### src/rtl/alarm_timekeeper.sv
// rtl/alarm_timekeeper.sv - 24-hour BCD timekeeper with settable alarm, ringing FSM, snooze and auto-timeout
// Optional feature macro: ALARM_SNOOZE_EN (snooze input, SNOOZED state and snooze counter)
module alarm_timekeeper #(
    parameter int unsigned CLK_HZ         = 100_000_000,
    parameter int unsigned SNOOZE_MIN     = 5,
    parameter int unsigned RING_TIMEOUT_S = 60,
    parameter logic [15:0] ALARM_RST      = 16'h0700
) (
    input  logic        clk,
    input  logic        reset,
    input  logic [1:0]  set_mode,
    input  logic        inc_h,
    input  logic        inc_m,
    input  logic        alarm_en,
    input  logic        snooze,
    input  logic        dismiss,
    output logic [23:0] time_bcd,
    output logic [15:0] alarm_bcd,
    output logic        sec_pulse,
    output logic        ringing,
    output logic        snoozed
);

    localparam int unsigned PRE_W = (CLK_HZ > 1) ? $clog2(CLK_HZ) : 1;
    localparam logic [PRE_W-1:0] PRE_LAST = PRE_W'(CLK_HZ - 1);
    localparam int unsigned RING_W = $clog2(RING_TIMEOUT_S + 1);
    localparam logic [RING_W-1:0] RING_LAST = RING_W'(RING_TIMEOUT_S - 1);

`ifdef ALARM_SNOOZE_EN
    localparam int unsigned SNZ_W = $clog2(SNOOZE_MIN * 60 + 1);
    localparam logic [SNZ_W-1:0] SNZ_LOAD = SNZ_W'(SNOOZE_MIN * 60);

    typedef enum logic [1:0] {IDLE, RINGING, SNOOZED} state_t;
    logic [SNZ_W-1:0] snz_cnt;
`else
    typedef enum logic {IDLE, RINGING} state_t;
    logic unused_snooze;
    assign unused_snooze = snooze;
    assign snoozed = 1'b0;
`endif

    state_t            state;
    logic [PRE_W-1:0]  pre_cnt;
    logic [PRE_W-1:0]  pre_next;
    logic [RING_W-1:0] ring_cnt;
    logic [23:0]       time_next;
    logic [15:0]       alarm_next;
    logic              in_set_time;
    logic              in_set_alarm;
    logic              match;

    assign in_set_time  = (set_mode == 2'b01);
    assign in_set_alarm = (set_mode == 2'b10);

    // BCD 00..59 increment with wrap; only legal digits are ever produced
    function automatic logic [7:0] bcd_inc_mod60(input logic [7:0] v);
        if (v == 8'h59)
            return 8'h00;
        else if (v[3:0] == 4'd9)
            return {v[7:4] + 4'd1, 4'd0};
        else
            return {v[7:4], v[3:0] + 4'd1};
    endfunction

    // BCD 00..23 increment with wrap
    function automatic logic [7:0] bcd_inc_hour(input logic [7:0] v);
        if (v == 8'h23)
            return 8'h00;
        else if (v[3:0] == 4'd9)
            return {v[7:4] + 4'd1, 4'd0};
        else
            return {v[7:4], v[3:0] + 4'd1};
    endfunction

    // Next time: manual edit in set-time mode, otherwise ripple-carry on each second
    always_comb begin
        time_next = time_bcd;
        if (in_set_time) begin
            time_next[7:0] = 8'h00;
            if (inc_m)
                time_next[15:8] = bcd_inc_mod60(time_bcd[15:8]);
            if (inc_h)
                time_next[23:16] = bcd_inc_hour(time_bcd[23:16]);
        end else if (sec_pulse) begin
            time_next[7:0] = bcd_inc_mod60(time_bcd[7:0]);
            if (time_bcd[7:0] == 8'h59) begin
                time_next[15:8] = bcd_inc_mod60(time_bcd[15:8]);
                if (time_bcd[15:8] == 8'h59)
                    time_next[23:16] = bcd_inc_hour(time_bcd[23:16]);
            end
        end
    end

    // Next alarm: only editable in set-alarm mode, minutes do not carry into hours
    always_comb begin
        alarm_next = alarm_bcd;
        if (in_set_alarm) begin
            if (inc_m)
                alarm_next[7:0] = bcd_inc_mod60(alarm_bcd[7:0]);
            if (inc_h)
                alarm_next[15:8] = bcd_inc_hour(alarm_bcd[15:8]);
        end
    end

    // Match against the next-state time so ringing rises with the HH:MM:00 update
    assign match = alarm_en && !in_set_time && sec_pulse && (time_next == {alarm_bcd, 8'h00});

    assign pre_next = (pre_cnt == PRE_LAST) ? '0 : pre_cnt + PRE_W'(1);

    // Prescaler and second strobe; held at zero while the time is being set
    always_ff @(posedge clk) begin
        if (reset || in_set_time) begin
            pre_cnt   <= '0;
            sec_pulse <= 1'b0;
        end else begin
            pre_cnt   <= pre_next;
            sec_pulse <= (pre_next == PRE_LAST);
        end
    end

    // Time and alarm registers
    always_ff @(posedge clk) begin
        if (reset) begin
            time_bcd  <= 24'h000000;
            alarm_bcd <= ALARM_RST;
        end else begin
            time_bcd  <= time_next;
            alarm_bcd <= alarm_next;
        end
    end

    // Alarm FSM with registered ringing/snoozed flags
    always_ff @(posedge clk) begin
        if (reset || in_set_time) begin
            state    <= IDLE;
            ringing  <= 1'b0;
            ring_cnt <= '0;
`ifdef ALARM_SNOOZE_EN
            snoozed  <= 1'b0;
            snz_cnt  <= '0;
`endif
        end else begin
            case (state)
                IDLE: begin
                    if (match) begin
                        state    <= RINGING;
                        ringing  <= 1'b1;
                        ring_cnt <= '0;
                    end
                end
                RINGING: begin
                    if (!alarm_en || dismiss) begin
                        state   <= IDLE;
                        ringing <= 1'b0;
                    end
`ifdef ALARM_SNOOZE_EN
                    else if (snooze) begin
                        state   <= SNOOZED;
                        ringing <= 1'b0;
                        snoozed <= 1'b1;
                        snz_cnt <= SNZ_LOAD;
                    end
`endif
                    else if (sec_pulse) begin
                        if (ring_cnt == RING_LAST) begin
                            state   <= IDLE;
                            ringing <= 1'b0;
                        end else begin
                            ring_cnt <= ring_cnt + RING_W'(1);
                        end
                    end
                end
`ifdef ALARM_SNOOZE_EN
                SNOOZED: begin
                    if (!alarm_en || dismiss) begin
                        state   <= IDLE;
                        snoozed <= 1'b0;
                    end else if (sec_pulse) begin
                        if (snz_cnt == SNZ_W'(1)) begin
                            state    <= RINGING;
                            ringing  <= 1'b1;
                            snoozed  <= 1'b0;
                            ring_cnt <= '0;
                        end else begin
                            snz_cnt <= snz_cnt - SNZ_W'(1);
                        end
                    end
                end
`endif
                default: begin
                    state   <= IDLE;
                    ringing <= 1'b0;
`ifdef ALARM_SNOOZE_EN
                    snoozed <= 1'b0;
`endif
                end
            endcase
        end
    end

endmodule
### config.mk
export PLATFORM = sky130hd
export DESIGN_NAME = alarm_timekeeper
export DESIGN_NICKNAME = d
export VERILOG_FILES = /design/src/rtl/alarm_timekeeper.sv
export SDC_FILE = /design/constraint.sdc
export NUM_CORES = 1
export LEC_CHECK = 0
export ABC_CLOCK_PERIOD_IN_PS = 2900
export CORE_MARGIN = 3
export CORE_UTILIZATION = 45
export DETAILED_ROUTE_END_ITERATION = 10
export GPL_ROUTABILITY_DRIVEN = 0
export PLACE_DENSITY = 0.69
export RECOVER_POWER = 50
export SLEW_MARGIN = 20
export SYNTH_ARGS = -nofsm -noshare
export SYNTH_HDL_FRONTEND = slang
export SYNTH_SLANG_ARGS = --single-unit
### constraint.sdc
create_clock -name clk -period 2.9 [get_ports clk]
set_input_delay 0.29 -clock clk [delete_from_list [all_inputs] [get_ports clk]]
set_output_delay 0.29 -clock clk [all_outputs]
set_load 0.1 [all_outputs]
==> impl_metrics.ini <==
[drt]
antenna_left = 0
totalWireLength_mm = 10.9
via_count = 4173
avgViaCountPerCell = 5.55
firstDrtPassIters = 5
post_drt_wl_per_cell_um = 14.4
drcViolationCount = 0
drt-initial-drc-count = 236

[yosys]
async_flop_share_pct = 0
ys_seq_elements = 76
synth_edf_count = 0
yosys_warnings = 0
syn-instance-count = 545
seq_area_frac_synth_pct = 34.6
synthDistinctLibCells = 56
synthFlopType = dfxtp_1
synth_area_um2 = 4400
syn_nets = 576
syn_avg_cell_area_um2 = 8.07

[outcome]
status = complete, no violations

[floorplanning]
die_w_um = 105
ios = 52
die_area_um2 = 11000
die_h_um = 105
num_rows = 35
start_util_pct = 46.9
coreArea_um2 = 9370

[power]
ir_worst_vdd_mv = 0.365
powerDensity_nw_per_um2 = 371
total_power_mw = 1.96
p_leak_nw = 1.94

[timing]
post-route-min-period_ns = 2.78
tightest_slew_ns = 1.18
setup_violations = 0
timing.fmax_mhz = 360
max_slew_margin_pct = 21.4
hold_violations = 0
drv_slew = 0
setup_tns_ns = 0
period_share_pct = 95.8
skew_ns = 0.0122

[hold_path]
hold_path.class = register to register

[job]
drv_cap = 0

[clocking]
clk_pin_slew_ns = 0.08
clk_path_buf_depth = 2
htreeDepth = 3
numCtsBuffers = 9
clock-sinks = 76
clk-insertion-delay-late_ns = 0.36
cts_hold_buffers = 0
cts.root.buffer_cell = clkbuf_8
cts_tree = done

[critical_path]
reg2reg_from = time_bcd[1]$_SDFF_PP0_
reg2reg_slack_ns = 0.12
startpoint = time_bcd[1]$_SDFF_PP0_
cp-start-kind = register
reg2reg_depth = 12
cp_max_fo = 7
cp-endpoint = ring_cnt[0]$_SDFFE_PP0P_
cp.arrival_ns = 2.99
r2r_end = ring_cnt[0]$_SDFFE_PP0P_
crit_required_ns = 3.12
crit_path_end_kind = register
path_class = register to register

[global_route]
antenna_found_initial = 0
gr-total-overflow = 0
grt_use_total_pct = 19.7
grt_pass1_vias = 3849
grt_first_pass_wirelength_mm = 18.1
grt_max_degree = 33

[final_layout]
antenna-diode-count = 0
final_cell_count_no_fill = 752
drive_gt1_share_pct = 14.8
layout_commonest_cell = nor2_1
final_cell_mix = nor2_1, dfxtp_1, clkbuf_1
syn_to_final_growth_pct = 20.3
nNetsFinal = 649

[placement]
place_inst = 734
io_buffers = 49
dp_hpwl_mm = 8.03
-- registers in the layout (all words and copies together), names as in the netlist --
register   cells
alarm_bcd     16
pre_cnt       27
ring_cnt       6
ringing        1
sec_pulse      1
state          1
time_bcd      24
-- synthesized netlist by cell type, types with 5 or more instances --
master / count / share of area [%]
and2_1: 5 / 0.71
nor2_1: 84 / 7.2
nor2b_1: 8 / 1.1
nand4_1: 12 / 1.7
dfxtp_1: 76 / 35
inv_1: 16 / 1.4
and3_1: 7 / 1.0
a21oi_1: 30 / 3.4
nor3_1: 21 / 2.4
or3_1: 7 / 1.0
nor4_1: 6 / 0.85
clkbuf_1: 16 / 1.4
mux2i_1: 8 / 1.8
xnor2_1: 16 / 3.2
o21ai_0: 17 / 1.9
nand2_1: 43 / 3.7
nand3_1: 27 / 3.1
nand4b_1: 6 / 1.2
ha_1: 22 / 6.3
a211oi_1: 6 / 1.0
xor2_1: 33 / 6.6
a31oi_1: 7 / 1.0
nand3b_1: 8 / 1.4
and3b_1: 5 / 1.0
-- cell families after synthesis --
kind of cell | synth area share, %
xor+xnor | 9.76
simple gates | 31.0
buf+inv | 3.02
fa+ha+maj | 6.26
compound gates | 12.9
flops | 34.6
other cells | 0.0853
mux | 2.33
-- final cells by class --
| class | instances | area (µm²) |
|---|---|---|
| multi-input combinational | 435 | 2870 |
| fill | 939 | 4090 |
| timing repair buffer | 80 | 453 |
| tap | 129 | 161 |
| clock inverter | 7 | 48.8 |
| inverter | 16 | 60.1 |
| clock buffer | 9 | 124 |
| sequential | 76 | 1570 |
-- stage by stage --
stage               hold WS, ns  utilization, %  worst slack [ns]  cell area [µm²]
finish                    0.466            56.4             0.123             5290
global route              0.493            56.4          -0.00936             5290
CTS                       0.471            57.1            0.0308             5350
detailed placement        0.450            55.3            -0.183             5180
global placement          0.443            55.3           -0.0989             5180
floorplan                 0.425               -           0.00115             4490
-- layer usage --
layer	global-route usage [%]	share of wire, %	vias to the layer above
met5	0	0	-
met4	4.97	0.86	0
met3	4.69	5.1	8
met2	34.7	50	97
met1	24.2	44	1988
li1	-	-	2080
-- worst max-delay path, cell delays in order, from the launching register on --
cell and delay (ns):
dfxtp_4 0.38, inv_2 0.07, ha_4 0.14, nand4b_4 0.11, o31a_1 0.39, or4b_4 0.52
nand3_2 0.09, xnor2_1 0.13, o2111ai_2 0.17, buf_4 0.18, o31ai_4 0.24, buf_6 0.15
o22ai_1 0.07
-- power by group --
group	total [mW]	internal [mW]	leakage, nW	switching, mW
combinational	0.176	0.0555	1.21	0.121
clock	0.728	0.316	0.0946	0.412
sequential	1.06	1.04	0.628	0.0156
-- worst min-delay path by stage --
| stage | from | to | slack (ns) | cells past startpoint |
|---|---|---|---|---|
| after floorplan | pre_cnt[0]$_SDFF_PP0_ | pre_cnt[0]$_SDFF_PP0_ | 0.43 | 1 |
| after global routing | pre_cnt[0]$_SDFF_PP0_ | pre_cnt[0]$_SDFF_PP0_ | 0.49 | 1 |
| after CTS | pre_cnt[0]$_SDFF_PP0_ | pre_cnt[0]$_SDFF_PP0_ | 0.47 | 1 |
| after detailed placement | pre_cnt[0]$_SDFF_PP0_ | pre_cnt[0]$_SDFF_PP0_ | 0.45 | 1 |
| final | pre_cnt[0]$_SDFF_PP0_ | pre_cnt[0]$_SDFF_PP0_ | 0.47 | 1 |
| after global placement | pre_cnt[0]$_SDFF_PP0_ | pre_cnt[0]$_SDFF_PP0_ | 0.44 | 1 |
-- what timing repair did --
| item | 4_1_cts | 5_1_grt |
|---|---|---|
| resized for setup | 0 | 17 |
| endpoints found under the setup margin | 0 | 8 |
| buffers inserted | 0 | 2 |
| endpoints found under the hold margin | 0 | 0 |
(Power assumes the default switching activity.)
